`src/rtl/freq_gate_counter.sv`:
```
// freq_gate_counter: gated frequency meter counting sig_in rising edges per GATE_CYCLES window in packed BCD
// clk_in/resetn_in: single clock, synchronous active-low reset
// sig_in: asynchronous input under measurement; ready_in: consumer accepts a refresh strobe
// digits_out/overflow_out: last completed window result; refresh_stb_out: new-result pulse; gate_out: toggles per window
module freq_gate_counter #(
  parameter int DIGITS_NUM  = 6,
  parameter int GATE_CYCLES = 20000000,
  parameter int SYNC_STAGES = 2
) (
  input  logic                    clk_in,
  input  logic                    resetn_in,
  input  logic                    sig_in,
  input  logic                    ready_in,
  output logic [4*DIGITS_NUM-1:0] digits_out,
  output logic                    overflow_out,
  output logic                    refresh_stb_out,
  output logic                    gate_out
);
  localparam int GW = $clog2(GATE_CYCLES);
  localparam int AW = $clog2(SYNC_STAGES + 2);
  localparam int BW = 4 * DIGITS_NUM;
  logic [SYNC_STAGES-1:0] sync_q, sync_d;
  logic                   prev_q, prev_d;
  logic [AW-1:0]          arm_q, arm_d;
  logic [GW-1:0]          gate_q, gate_d;
  logic [BW-1:0]          acc_q, acc_d, digits_q, digits_d, inc, cnt;
  logic                   ovf_q, ovf_d, ovfo_q, ovfo_d, pend_q, pend_d, stb_q, stb_d, tog_q, tog_d;
  logic                   armed, sig_edge, win_end, carry, all9, ovf_cnt;
  logic [3:0]             d4;
  always_comb begin
    // until the chain and prev flop hold post-reset samples, a high input would look like an edge
    armed    = arm_q == AW'(SYNC_STAGES + 1);
    arm_d    = armed ? arm_q : arm_q + 1'b1;
    sync_d   = {sync_q[SYNC_STAGES-2:0], sig_in};
    prev_d   = sync_q[SYNC_STAGES-1];
    sig_edge = armed & sync_q[SYNC_STAGES-1] & ~prev_q;
    win_end  = gate_q == GW'(GATE_CYCLES - 1);
    gate_d   = win_end ? '0 : gate_q + 1'b1;
    carry    = 1'b1;
    all9     = 1'b1;
    d4       = '0;
    inc      = acc_q;
    for (int i = 0; i < DIGITS_NUM; i++) begin
      d4                = acc_q[4*i +: 4];
      inc[4*i +: 4]     = carry ? ((d4 == 4'd9) ? 4'd0 : d4 + 4'd1) : d4;
      all9              = all9 & (d4 == 4'd9);
      carry             = carry & (d4 == 4'd9);
    end
    // saturate at all nines instead of wrapping to zero
    cnt      = (sig_edge && !all9) ? inc : acc_q;
    ovf_cnt  = ovf_q | (sig_edge & all9);
    acc_d    = win_end ? '0 : cnt;
    ovf_d    = win_end ? 1'b0 : ovf_cnt;
    digits_d = win_end ? cnt : digits_q;
    ovfo_d   = win_end ? ovf_cnt : ovfo_q;
    tog_d    = tog_q ^ win_end;
    stb_d    = pend_q & ready_in;
    // a window end on the strobe-issue edge keeps pending so the new result gets its own strobe
    pend_d   = win_end | (pend_q & ~ready_in);
  end
  always_ff @(posedge clk_in) begin
    if (!resetn_in) begin
      sync_q   <= '0;
      prev_q   <= 1'b0;
      arm_q    <= '0;
      gate_q   <= '0;
      acc_q    <= '0;
      ovf_q    <= 1'b0;
      digits_q <= '0;
      ovfo_q   <= 1'b0;
      pend_q   <= 1'b0;
      stb_q    <= 1'b0;
      tog_q    <= 1'b0;
    end else begin
      sync_q   <= sync_d;
      prev_q   <= prev_d;
      arm_q    <= arm_d;
      gate_q   <= gate_d;
      acc_q    <= acc_d;
      ovf_q    <= ovf_d;
      digits_q <= digits_d;
      ovfo_q   <= ovfo_d;
      pend_q   <= pend_d;
      stb_q    <= stb_d;
      tog_q    <= tog_d;
    end
  end
  assign digits_out      = digits_q;
  assign overflow_out    = ovfo_q;
  assign refresh_stb_out = stb_q;
  assign gate_out        = tog_q;
endmodule

```
`config.mk`:
```
export PLATFORM = sky130hd
export DESIGN_NAME = freq_gate_counter
export DESIGN_NICKNAME = d
export VERILOG_FILES = /design/src/rtl/freq_gate_counter.sv
export SDC_FILE = /design/constraint.sdc
export NUM_CORES = 1
export LEC_CHECK = 0
export BUFFER_PORTS_ARGS = -buffer_cell sky130_fd_sc_hd__buf_2
export CORE_MARGIN = 1
export CORE_UTILIZATION = 33
export DETAILED_ROUTE_END_ITERATION = 12
export HOLD_SLACK_MARGIN = 0.1
export MAX_ROUTING_LAYER = met4
export PLACE_DENSITY = 0.52
export SETUP_SLACK_MARGIN = 0.05
export SYNTH_ARGS = -nofsm -noshare
export SYNTH_HDL_FRONTEND = slang
export SYNTH_SLANG_ARGS = --single-unit
export TNS_END_PERCENT = 1
```
`constraint.sdc`:
```
create_clock -name clk_in -period 2.71 [get_ports clk_in]
set_clock_uncertainty 0.2 [all_clocks]
set_input_delay 0.542 -clock clk_in [delete_from_list [all_inputs] [get_ports clk_in]]
set_output_delay 0.542 -clock clk_in [all_outputs]
set_load 0.02 [all_outputs]
```
Word level (Yosys, flattened, before mapping)
Index checks and enable logic that the tools add are counted.

word-level totals
  output and inout bits = 27
  input bits = 4
  bits in registers = 83
  logic and storage cells = 58

operators by class
  bitwise logic cells = 16
  mux-type cells = 12
  add/sub/neg operators = 8
  reductions and logical operators = 3
  equality and inequality tests = 8

operators by type and width
  cell                                                             count
  4-bit 2-to-1 mux                                                 11
  25-bit by 1-bit adder with 25-bit output, second input constant  1
  25-bit == test, second input constant                            1
  4-bit by 1-bit adder with 4-bit output, second input constant    6
  4-bit == test, second input constant                             6
  24-bit 2-to-1 mux                                                1
  1-bit bitwise AND                                                10
  1-bit NOT                                                        3
  2-bit by 1-bit adder with 2-bit output, second input constant    1
  2-bit == test, second input constant                             1
  1-bit OR                                                         2
  2-bit OR reduction                                               1
  1-bit logical AND                                                1
  1-bit logical NOT                                                1
  1-bit XOR                                                        1

Depth between registers and ports, before layout
Gate-level depths: netlist of the first run.

  depth in word-level cells = 9
  gate-level depth with buffers = 8

Worst setup path after synthesis of the first run
OpenSTA, ideal clock, no wires.

  path kind = register -> register
  start = register arm_q[0]
  end = register acc_q[19]
  slack = 695 ps
  stages on the path, launching flop included = 8
  data required time = 2450 ps
  setup time = 60 ps
  buffers on the path = 1
  arrival = 1755 ps
  cell sequence = dfxtp_1 ha_1 and3b_1 buf_2 nand4_4 or4_1 nand3_1 and2_1

between the ends
  word-level cells in the longest chain between the ends = 5

RTL lines
  item                             RTL line  text
  from (decl)                      24        logic [AW-1:0] arm_q, arm_d;
  from (signal assigned)           77        arm_q <= arm_d;
  2-bit == test                    32        armed = arm_q == AW'(SYNC_STAGES + 1);
  1-bit bitwise AND (2 in series)  36        sig_edge = armed & sync_q[SYNC_STAGES-1] & ~prev_q;
  1-bit logical AND                50        cnt = (sig_edge && !all9) ? inc : acc_q;
  24-bit 2-to-1 mux                50
  to (signal assigned)             67        acc_q <= '0;
  to (signal assigned)             79        acc_q <= acc_d;
  to (decl)                        26        logic [BW-1:0] acc_q, acc_d, digits_q, digits_d, inc, cnt;

Every way passes these cells.
A chain may end at the register's enable or synchronous reset.

Worst setup path in the final report of the first run
Same ends and word-level chain as after synthesis.

==> key figures, run 1 <==
Power and ir drop
  – Lkg Pwr: 1.47 nW
  – Power per Cell Area: 537 nW/µm²
  – VDD IR max: 0.217 mV

Synthesis
  – Top cells by area, synth: dfxtp_1 (46%), nor2_1 (7.2%), xnor2_1 (4.8%)
  – Post-synth EDFFs: 0
  – Synth Area in Simple Gates: 29.4%
  – Post-synthesis xor/xnor area fraction: 8.21%
  – Sequential-to-total area share from yosys stat: 45.8%
  – Mux share of post-synthesis cell area: 1.66%
  – Async set-reset flop share out of synthesis: 0%
  – Share of the synthesized area in the top cell type: 45.8%
  – Synth Area in Adders: 0.690%
  – Main combinational cell family by area after synthesis: simple AND/OR/NAND/NOR gates
  – Cell taking the most area after synthesis: dfxtp_1
  – Primary FF master, synth: dfxtp_1
  – Cells after Synth: 398
  – Compound-Gate Fraction of Synth Area: 10.1%
  – Synthesis-stage register bit count: 83
  – Synth cell types: 49
  – Post-synthesis cell area: 3630 µm²
  – Syn_nets: 404
  – Synth Warn #: 0
  – Avg Inst Size Synth: 9.11 µm²

Route
  – Initial drt markers: 104
  – DR vias/cell: 4.95
  – WL final: 7.85 mm
  – ANT nets after route: 0
  – Vias: 2829
  – First drt pass iteration count: 7
  – Wire per inst: 13.7 µm
  – DRC viols: 0

Setup path
  – Crit Path Class: register to register
  – Reg2Reg Capture Point: acc_q[19]$_SDFF_PP0_
  – Worst Path Arrival: 2.32 ns
  – Setup crit start kind: register
  – Critical path capture point type: register
  – Reg2Reg Depth: 6
  – Worst r2r src: arm_q[0]$_SDFFE_PN0P_
  – Crit path max fanout: 10
  – Reg2Reg Setup Slack: 0.48 ns
  – Worst EP required: 2.80 ns

Global routing
  – Initial antenna violation count: 0
  – GRT overflow: 0
  – Vias in the first global route: 2697
  – Largest net degree at the start of global routing: 30
  – First-pass GRT wire length: 13.3 mm
  – Overall fraction of global-route tracks in use: 15.3%

Clocking
  – Total CTS buffers: 9
  – Resized cells post-CTS: 0
  – CTS max path bufs: 2
  – CTS Sinks: 83
  – CTS tree: yes
  – Clk_lat worst skew: 0.35 ns
  – Post-CTS Repair Setup Buffers: 0
  – Hold buffers post-CTS: 0
  – Root Driver: clkbuf_8
  – H-tree lvl count: 3
  – CTS clk-pin slew, worst paths: 0.08 ns

Timing
  – Fmax: 448 MHz
  – Tmin final: 2.23 ns
  – Setup TNS: 0 ns
  – Final Cycle Share: 82.3%
  – RSZ-0062 raised after global routing: false
  – Slew Viols, Final: 0
  – Worst hold margin: 0.230 ns
  – Tightest Pin Transition: 0.798 ns
  – Final hold vios: 0
  – Setup-failing EPs final: 0
  – Max-slew headroom: 46.6%

Floorplan
  – I/O pin total: 31
  – Die H: 107 µm
  – Die X: 107 µm
  – Num rows: 37
  – Die footprint: 11400 µm²
  – Initial Util: 34.5%
  – Core area: 10500 µm²

Run status
  – Status: finished, final reports clean

Run
  – Max Cap Viol: 0

Cells and area
  – Layout cells sized above 1: 14.0%
  – Area Growth Syn to Fin: 12.4%
  – Inserted Diodes: 0
  – Nets: 437
  – # fillers: 1103

Placement
  – Buffers on Ports: 30
  – DP Wirelength: 5.48 mm
  – GPL Wtd Cong: 0.799

Hold path
  – Hold Path Stages: 2
  – Hold Crit Endpoint: sync_q[0]$_SDFF_PN0_
  – Worst Min Path Start: sig_in
  – HP Class: input port to register
synth_stat cells, types with 4 or more instances:
cell type / instances
and4bb_2: 5
inv_1: 10
and4_1: 6
nand3b_1: 4
mux2i_1: 6
a21oi_1: 17
buf_6: 5
nand3_1: 16
o21ai_0: 12
nor2_1: 70
and2_1: 10
xnor2_1: 20
nor2b_1: 4
nor3_1: 11
dfxtp_1: 83
o2bb2ai_1: 7
nand2_1: 25
nand2b_1: 9
a211oi_1: 8
nand4_1: 9
xor2_1: 14
buf_4: 5
state kept, by name, summed over array words and instances (netlist names), 2 cells and up:
signal and flops:
digits_out 24, sync_q 2, gate_q 25, arm_q 2
acc_q 24
cells by family after synthesis:
| logic type | Yosys count |
|---|---|
| AOI/OAI and AO/OA | 57 |
| and+or+nand+nor | 192 |
| xor gates and xnor gates | 34 |
| buffers and inverters | 24 |
| DFF | 83 |
| adders and majority gates | 2 |
| muxes | 6 |
cell type report:
class	count	area (µm²)	area share, %
clock buffer	12	145	3.56
tap	136	170	4.17
multi-input combinational	291	1820	44.6
sequential	83	1660	40.8
inverter	10	37.5	0.921
timing repair buffer	36	195	4.79
clock inverter	4	50.0	1.23
layout by cell type, fill, tap and decap left out, drive strengths merged, types with 3 or more instances in the layout:
cell     synthesis  layout
a21oi           17      17
nor2            70      70
nand2b           9       9
nand3           16      16
nor2b            4       4
mux2i            6       6
nand3b           4       4
buf             11      36
o2bb2ai          7       7
xnor2           20      20
nand4           11      11
clkbuf           3      12
xor2            14      14
o21ai           12      12
and2            10      10
and4             6       6
and3             3       3
nand2           26      26
nor4             5       5
dfxtp           83      83
inv             10      10
nor4b            3       3
and4bb           5       5
nor3            11      11
a211oi           8       8
metal layers:
metal / routed length (µm) / track usage (%)
met5: 0 / -
met2: 3540 / 22.8
met3: 263 / 2.74
met1: 3960 / 20.3
met4: 79 / 6.46
report_power, final:
group	internal (mW)	switching, mW
sequential	1.23	0.00789
combinational	0.0199	0.0379
clock	0.451	0.441
critical path: stages, from the launching register on:
cell,delay (ns)
dfxtp_1,0.35
ha_1,0.26
and3b_1,0.36
nand4_4,0.22
or4_1,0.54
nand3_1,0.12
and2_1,0.12
stage by stage:
stage	setup slack, ns	total power, mW	instance area (µm²)	util, %	cells
global route	0.325	2.29	4080	38.8	572
detailed placement	0.490	1.33	3880	36.9	556
CTS	0.478	2.22	4080	38.8	572
finish	0.479	2.19	4080	38.8	572
global placement	0.523	1.32	3880	36.9	556
floorplan	0.695	1.31	3630	-	398
how the worst max path moves through the flow:
| stage | start | to | slack [ns] | cells past startpoint |
|---|---|---|---|---|
| 3_3_place_gp | arm_q[0]$_SDFFE_PN0P_ | acc_q[19]$_SDFF_PP0_ | 0.52 | 6 |
| 4_1_cts | arm_q[0]$_SDFFE_PN0P_ | acc_q[19]$_SDFF_PP0_ | 0.48 | 6 |
| 2_1_floorplan | arm_q[0]$_SDFFE_PN0P_ | acc_q[19]$_SDFF_PP0_ | 0.70 | 7 |
| 6_report | arm_q[0]$_SDFFE_PN0P_ | acc_q[19]$_SDFF_PP0_ | 0.48 | 6 |
| 3_5_place_dp | arm_q[0]$_SDFFE_PN0P_ | acc_q[19]$_SDFF_PP0_ | 0.49 | 6 |
| 5_1_grt | arm_q[0]$_SDFFE_PN0P_ | acc_q[19]$_SDFF_PP0_ | 0.32 | 6 |
Power figures use the tool's default switching activity.
==> inputs of run 2 (changes only) <==
==> constraint.sdc (replaced) <==
create_clock -name clk_in -period 2.1 [get_ports clk_in]
set_clock_uncertainty 0.2 [all_clocks]
set_input_delay 0.42 -clock clk_in [delete_from_list [all_inputs] [get_ports clk_in]]
set_output_delay 0.42 -clock clk_in [all_outputs]
set_load 0.02 [all_outputs]
==> key figures, run 2 (synthesis gave the netlist of run 1 again) <==
Global routing
  – Vias in the first global route: 2939 (+9.0%)
  – GRT overflow: 0 (unchanged)
  – Overall fraction of global-route tracks in use: 16.2% (+0.89 points)
  – Largest net degree at the start of global routing: 33 (+10%)
  – First-pass GRT wire length: 14.1 mm (+6.1%)
  – Initial antenna violation count: 0 (unchanged)

Clocking
  – CTS clk-pin slew, worst paths: 0.08 ns (about the same)
  – H-tree lvl count: 3 (unchanged)
  – CTS tree: yes
  – Total CTS buffers: 9 (unchanged)
  – Root Driver: clkbuf_8
  – Clk_lat worst skew: 0.35 ns (about the same)
  – CTS max path bufs: 2 (unchanged)
  – CTS Sinks: 83 (unchanged)

Power and ir drop
  – VDD IR max: 0.307 mV (+41%)
  – Switching share of total power: 21.8% (-0.42 points)
  – Power, Total: 2.88 mW (+32%)
  – Flop pwr share: 55.5% (-1.1 points)
  – Clock Power Share: 40.3% (-0.5 points)
  – Lkg Pwr: 1.74 nW (+18%)
  – Power per Cell Area: 628 nW/µm² (+17%)
  – Internal power: 2.25 mW (+32%)
  – Sw Pwr: 0.629 mW (+29%)
  – Gate power share: 4.2% (+1.6 points)

Timing
  – Setup-failing EPs final: 0 (unchanged)
  – RSZ-0062 raised after global routing: true
  – Final setup margin: 0.127 ns (-0.352 ns)
  – Max-slew headroom: 69.1% (+22 points)
  – Fmax: 507 MHz (+13%)
  – Setup TNS: 0 ns (unchanged)
  – Final hold vios: 0 (unchanged)
  – Tightest Pin Transition: 0.464 ns (-0.334 ns)
  – Final Cycle Share: 94.0% (+12 points)
  – Slew Viols, Final: 0 (unchanged)
  – Tmin final: 1.97 ns (-0.258 ns)

Cells and area
  – Area Growth Syn to Fin: 26.6%
  – Layout cells sized above 1: 25.1% (+11 points)
  – Final core occ: 43.7% (+4.9 points)
  – Register area: 1670 µm² (+0.53%)
  – Nets: 472 (+8.0%)
  – # fillers: 1040 (-5.7%)
  – Reg with most FFs: gate_q
  – Footprint of the multi-input gates: 1960 µm² (+7.8%)
  – Most frequent cells in the layout: dfxtp_1 (76), nor2_1 (70), buf_2 (30)
  – Finished Layout Cells: 606 (+5.9%)
  – Commonest non-fill, non-tap cell in the layout: dfxtp_1
  – Max reg flops: 25 (unchanged)
  – Inserted Diodes: 0 (unchanged)

Route
  – WL final: 8.87 mm (+13%)
  – Max layer used: met4
  – Met2 WL: 4.15 mm (+17%)
  – ANT nets after route: 0 (unchanged)
  – First drt pass iteration count: 4 (-3)
  – Vias: 3029 (+7.1%)
  – DRC viols: 0 (unchanged)
  – Wire per inst: 14.6 µm (+6.7%)
  – DR vias/cell: 5.00 (+1.1%)
  – Initial drt markers: 117 (+13%)
  – Metal3 WL: 246 µm (-6.5%)
  – M1 WL: 4.32 mm (+9.0%)

Placement
  – Pre-CTS setup slack: 0.00897 ns (-0.481 ns)
  – DP Wirelength: 5.76 mm (+5.1%)
  – Dpl cells: 579 (+4.1%)
  – GPL Wtd Cong: 0.855 (+7.1%)
  – Buffers on Ports: 30 (unchanged)

Floorplan
  – Num rows: 37 (unchanged)
  – Initial Util: 34.5% (unchanged)
  – I/O pin total: 31 (unchanged)
  – Die H: 107 µm (unchanged)
  – Core area: 10500 µm² (unchanged)
  – Die footprint: 11400 µm² (unchanged)
  – Die X: 107 µm (unchanged)

Setup path
  – Reg2Reg Depth: 6 (unchanged)
  – Setup crit start kind: register
  – Crit path max fanout: 5 (-5)
  – Worst Path Arrival: 2.03 ns (-0.29 ns)
  – Worst EP required: 2.15 ns (-0.65 ns)
  – Critical path capture point type: register
  – Crit Path Class: register to register

Run status
  – Status: finished, final reports clean

Run
  – Max Cap Viol: 0 (unchanged)

Hold path
  – Hold Path Stages: 2 (unchanged)
  – HP Class: input port to register
-- run 2: timing repair --
action,CTS,global route
cloned,0,5
hold buffers,1,0
buffers inserted,2,4
setup endpoints to repair,4,74
pin swaps,1,10
gates resized for setup,0,37
hold endpoints to repair,1,0
-- run 2: layout make-up --
| type | instances | area share [%] |
|---|---|---|
| multi-input combinational | 292 | 42.6 |
| inverter | 10 | 0.817 |
| tap | 136 | 3.71 |
| clock inverter | 2 | 0.763 |
| timing repair buffer | 70 | 12.2 |
| sequential | 83 | 36.4 |
| clock buffer | 13 | 3.46 |
-- run 2: worst max-delay path, stage by stage (launching register included) --
cell and delay [ns]:
dfxtp_2 0.34, ha_2 0.18, and3b_2 0.26, buf_4 0.15
nand4_1 0.22, a211o_1 0.36, and3_1 0.16
-- run 2: power groups by stage --
stage	Sequential, mW	Combinational (mW)	Clock, mW
2_1_floorplan	1.63	0.0586	0
3_3_place_gp	1.63	0.0870	0
3_5_place_dp	1.64	0.0897	0
4_1_cts	1.60	0.0922	1.20
5_1_grt	1.60	0.133	1.28
6_report	1.60	0.121	1.16
-- run 2: worst paths after layout --
kind | slack, ns | start | end
min reg2reg | 0.24 | gate_q[0]$_SDFF_PP0_ | gate_q[0]$_SDFF_PP0_
max reg2reg | 0.13 | arm_q[0]$_SDFFE_PN0P_ | acc_q[16]$_SDFF_PP0_
max | 0.13 | arm_q[0]$_SDFFE_PN0P_ | acc_q[16]$_SDFF_PP0_
min | 0.11 | ready_in | refresh_stb_out$_SDFF_PN0_
-- run 2: metrics by stage --
step	area (µm²)	hold WS [ns]
2_1_floorplan	3630	0.211
3_3_place_gp	4080	0.223
3_5_place_dp	4080	0.229
4_1_cts	4300	0.102
5_1_grt	4590	0.107
6_report	4590	0.114
-- run 2: layer usage --
metal  up-vias  track usage (%)
met1      1437             20.4
li1       1541                -
met5         -                -
met4         0             7.24
met2        35             25.0
met3        16             3.28
